--- src/rtl/pipeline_hazard_ctrl_pkg.sv ---
// Shared definitions for the pipeline stall/flush sequencer: FSM encoding and
// default statistics counter width.
package pipe_ctrl_pkg;

  localparam int CNT_W_DEF = 32;

  localparam logic [1:0] ST_RUN    = 2'd0;
  localparam logic [1:0] ST_HALT   = 2'd1;
  localparam logic [1:0] ST_RESUME = 2'd2;

endpackage

--- src/rtl/pipeline_hazard_ctrl_stat_cnt.sv ---
// Single wrapping statistics counter with synchronous clear and increment.
module pipe_stat_cnt
  import pipe_ctrl_pkg::*;
#(
  parameter int CNT_W = CNT_W_DEF
) (
  input  logic             clk,
  input  logic             clr,
  input  logic             inc,
  output logic [CNT_W-1:0] cnt
);

  // Counter register; clear wins over increment, wraps silently.
  always_ff @(posedge clk) begin
    if (clr) begin
      cnt <= {CNT_W{1'b0}};
    end else if (inc) begin
      cnt <= cnt + {{(CNT_W-1){1'b0}}, 1'b1};
    end else begin
      cnt <= cnt;
    end
  end

endmodule

--- src/rtl/pipeline_hazard_ctrl.sv ---
// Stall/flush sequencer and halt/resume FSM for the 5-stage pipeline.
// Statistics counters are built only when PIPE_STATS_EN is defined.
module pipeline_hazard_ctrl
  import pipe_ctrl_pkg::*;
#(
  parameter int CNT_W = CNT_W_DEF
) (
  input  logic             clk,
  input  logic             rst,
  input  logic             load_use,
  input  logic             branch_taken,
  input  logic             mem_wait,
  input  logic             halt_req,
  input  logic             go,
  output logic             pc_en,
  output logic             ifid_en,
  output logic             idex_en,
  output logic             exmem_en,
  output logic             memwb_en,
  output logic             ifid_flush,
  output logic             idex_flush,
  output logic             halted,
  output logic [CNT_W-1:0] cycle_cnt,
  output logic [CNT_W-1:0] bubble_cnt,
  output logic [CNT_W-1:0] flush_cnt
);

  logic [1:0] state_r;
  logic [1:0] next_state_s;
  logic [1:0] eff_state_s;
  logic       go_q_r;
  logic       go_rise_s;
  logic       halt_take_s;

  // While rst is high the outputs decode as if already in RUN.
  assign eff_state_s = rst ? ST_RUN : state_r;
  assign go_rise_s   = go & ~go_q_r;
  // Only RUN honours halt_req; in RESUME the same syscall is still retiring.
  assign halt_take_s = (eff_state_s == ST_RUN) & halt_req;
  assign halted      = (eff_state_s == ST_HALT);

  // Per-stage enable/flush decode and next-state selection.
  always_comb begin
    pc_en        = 1'b0;
    ifid_en      = 1'b0;
    idex_en      = 1'b0;
    exmem_en     = 1'b0;
    memwb_en     = 1'b0;
    ifid_flush   = 1'b0;
    idex_flush   = 1'b0;
    next_state_s = ST_RUN;
    case (eff_state_s)
      ST_RUN, ST_RESUME: begin
        if (halt_take_s) begin
          next_state_s = ST_HALT;
        end else if (mem_wait) begin
          next_state_s = ST_RUN;
        end else if (branch_taken) begin
          pc_en      = 1'b1;
          ifid_en    = 1'b1;
          idex_en    = 1'b1;
          exmem_en   = 1'b1;
          memwb_en   = 1'b1;
          ifid_flush = 1'b1;
          idex_flush = 1'b1;
        end else if (load_use) begin
          idex_en    = 1'b1;
          exmem_en   = 1'b1;
          memwb_en   = 1'b1;
          idex_flush = 1'b1;
        end else begin
          pc_en    = 1'b1;
          ifid_en  = 1'b1;
          idex_en  = 1'b1;
          exmem_en = 1'b1;
          memwb_en = 1'b1;
        end
      end
      ST_HALT: begin
        if (go_rise_s) begin
          next_state_s = ST_RESUME;
        end else begin
          next_state_s = ST_HALT;
        end
      end
      default: begin
        next_state_s = ST_RUN;
      end
    endcase
  end

  // FSM state and go edge-detect history.
  always_ff @(posedge clk) begin
    if (rst) begin
      state_r <= ST_RUN;
      go_q_r  <= 1'b0;
    end else begin
      state_r <= next_state_s;
      go_q_r  <= go;
    end
  end

`ifdef PIPE_STATS_EN
  logic cycle_inc_s;
  logic bubble_inc_s;
  logic flush_inc_s;

  // A branch flush drives both flushes; a lone idex_flush is an issued bubble.
  assign cycle_inc_s  = (eff_state_s != ST_HALT);
  assign flush_inc_s  = ifid_flush;
  assign bubble_inc_s = idex_flush & ~ifid_flush;

  pipe_stat_cnt #(.CNT_W(CNT_W)) u_cycle_cnt (
    .clk (clk),
    .clr (rst),
    .inc (cycle_inc_s),
    .cnt (cycle_cnt)
  );

  pipe_stat_cnt #(.CNT_W(CNT_W)) u_bubble_cnt (
    .clk (clk),
    .clr (rst),
    .inc (bubble_inc_s),
    .cnt (bubble_cnt)
  );

  pipe_stat_cnt #(.CNT_W(CNT_W)) u_flush_cnt (
    .clk (clk),
    .clr (rst),
    .inc (flush_inc_s),
    .cnt (flush_cnt)
  );
`else
  assign cycle_cnt  = {CNT_W{1'b0}};
  assign bubble_cnt = {CNT_W{1'b0}};
  assign flush_cnt  = {CNT_W{1'b0}};
`endif

endmodule

--- config.mk ---
export PLATFORM = sky130hd
export DESIGN_NAME = pipeline_hazard_ctrl
export DESIGN_NICKNAME = d
export VERILOG_FILES = /design/src/rtl/pipeline_hazard_ctrl_pkg.sv /design/src/rtl/pipeline_hazard_ctrl_stat_cnt.sv /design/src/rtl/pipeline_hazard_ctrl.sv
export SDC_FILE = /design/constraint.sdc
export NUM_CORES = 1
export LEC_CHECK = 0
export BUFFER_PORTS_ARGS = -buffer_cell sky130_fd_sc_hd__buf_2
export CORE_MARGIN = 4
export CORE_UTILIZATION = 36
export CTS_CLUSTER_DIAMETER = 80
export CTS_CLUSTER_SIZE = 30
export DETAILED_ROUTE_END_ITERATION = 12
export PLACE_DENSITY = 0.94
export SLEW_MARGIN = 15
export SYNTH_ARGS = -nofsm -noshare
export SYNTH_HDL_FRONTEND = slang
export SYNTH_HIERARCHICAL = 1
export SYNTH_SLANG_ARGS = --single-unit
--- constraint.sdc ---
create_clock -name clk -period 2.4 [get_ports clk]
set_clock_uncertainty 0.15 [all_clocks]
set_input_delay 0.24 -clock clk [delete_from_list [all_inputs] [get_ports clk]]
set_output_delay 0.24 -clock clk [all_outputs]
set_load 0.005 [all_outputs]
==> flow_summary.toml <==
[status]
outcome = "finished, final reports clean"

[detailed_routing]
detail-route-antenna-nets = 0
wire_per_inst_um = 7.19
wirelength_mm = 1.16
dr.pass1.iters = 2
drt_iter0_drc = 9
avgViaCountPerCell = 2.80
num_vias = 454
drcViolationCount = 0

[placed_design]
globalplace.congestion = 0.588
dp_slack_ns = 0.852
port_buffers = 14
hpwl_mm = 1.09
dp.cells = 158

[clock_network]
cts_hold_buf = 0
clk_pin_slew_ns = 0.03
numCtsBuffers = 3
post-cts-setup-buffer-count = 0
ctsResizeCount = 0
cts_tree = "yes"
cts.sinks = 3
root_buffer = "clkbuf_4"
cts_max_level = 1
clk-insertion-delay-late_ns = 0.23
clockBufferDepth = 2

[global_route]
grt.total_usage_pct = 4.17
grt_pass1_vias = 257
antenna_found_initial = 0
gr-total-overflow = 0
grt_max_degree = 6
grt_first_pass_wirelength_mm = 1.04

[floorplan]
io_pins = 111
die_x_um = 59.1
row_count = 18
start_util_pct = 37.9
die_h_um = 59.1
die_area_mm2 = 0.00349
core-area_mm2 = 0.00248

[layout]
stdcell_count = 162
final_core_util_pct = 27.7
fillers = 266
drive_gt1_share_pct = 16.7
ff_latch_area_um2 = 60.1
areaGrowthSynthToFinish_pct = -26.9
multiInputGateArea_um2 = 489
n_antenna_cell = 0
final_nets = 140

[worst_setup_path]
cpPeakStageDelay_ns = 0.43
crit_fanout = 4
r2r_start = "state_r[0]"
critPathArrivalTime_ns = 1.34
cp-startpoint = "state_r[1]"
critical_path_class = "reg -> out"
path_cells = "nand2b_4 -> a2111oi_2 -> buf_2"
critPathLaunchType = "register"
worst_path_max_delay_cell = "a2111oi_2"
worstPathRequired_ns = 2.01
crit_path_end_kind = "output port"

[timing]
setup_violations = 0
min_period_ns = 1.73
min_period_over_period_pct = 72.1
max_freq_mhz = 578
final_max_slew_viol_count = 0
setup_ws_ns = 0.669
grt_setup_unrepaired = "no"
finalHoldViolCount = 0
tns_ns = 0

[logic_synthesis]
synth_seq_cells = 3
syn_area_per_cell_um2 = 7.96
yosysWarningCount = 6
syn_inst = 118
synthesis.area_um2 = 940
yosysSeqAreaShare_pct = 6.39
ys_types = 12

[power]
vdd_ir_drop_max_mv = 0.127
leakage_nw = 0.455
cellPowerDensity_mw_per_mm2 = 310

[hold_path]
hold_start = "go"
hold_path_class = "in -> reg"

[run]
maxCapViolations = 0
[synth_stat cells (all sizes together)]
cell | number | area [µm²]
buf | 99 | 743
nor2 | 2 | 7.51
and2 | 1 | 6.26
a211oi | 1 | 7.51
and2b | 1 | 7.51
nand2b | 1 | 13.8
conb | 1 | 3.75
nor2b | 3 | 18.8
inv | 1 | 3.75
nor3b | 1 | 7.51
a2111oi | 4 | 60.1
dfxtp | 3 | 60.1
[routing by layer]
metal | up-vias | track usage, % | share of wire (%)
met5 | - | 0 | 0
met4 | 0 | 5.83 | 1.6
met3 | 2 | 0.654 | 27
met2 | 62 | 8.20 | 55
met1 | 190 | 2.61 | 16
li1 | 200 | - | -
[worst max-delay path: cells and delay by family (launching register included)]
family / cells / cell delay, ns
compound gates: 1 / 0.43
flops: 1 / 0.40
buf+inv: 1 / 0.19
simple gates: 1 / 0.10
[registers in the layout (all words and copies together) (netlist names)]
signal and cells:
state_r 2, go_q_r 1
[layout make-up]
class                   instances  share of cell area (%)
multi-input cells             110                    71.2
flip-flops and latches          3                    8.74
well taps                      30                    5.46
inverters                       1                   0.546
clock buffers                   4                    3.83
repair buffers                 14                    10.2
[power by group]
part | internal (mW) | switching [mW]
Clock | 0.0621 | 0.0239
Combinational | 0.0174 | 0.0541
Sequential | 0.0531 | 0.00241
Total | 0.133 | 0.0804
[layout by cell type, fill, tap and decap left out]
cell	Yosys	routed
nor3b_1	1	1
nand2b_4	1	1
buf_2	0	14
and2_1	1	1
nor2b_1	3	3
nor2_1	2	2
inv_1	1	1
clkbuf_4	0	3
and2b_1	1	1
clkbuf_1	0	1
conb_1	1	96
dfxtp_1	3	3
a211oi_1	1	1
a2111oi_2	4	4
[cell families after synthesis]
group                  count (synthesis)  synth area share, %
other                                  1                0.399
AND/OR/NAND/NOR                        9                 6.53
AO/OA/AOI/OAI                          5                 7.19
buffers and inverters                100                 79.5
flip-flops                             3                 6.39
[worst paths after layout]
check	to	depth (start not counted)	slack, ns
min reg2reg	state_r[0]	1	0.35
max reg2reg	state_r[0]	2	1.38
min	go_q_r	2	0.1
max	ifid_en	3	0.67
[stage by stage]
step	cell area [µm²]	hold WS, ns	power, mW
2_1_floorplan	1300	0.166	0.222
3_3_place_gp	661	0.315	0.122
3_5_place_dp	661	0.323	0.123
4_1_cts	687	0.0888	0.214
5_1_grt	687	0.0961	0.232
6_report	687	0.0970	0.213
Power figures use the tool's default switching activity.
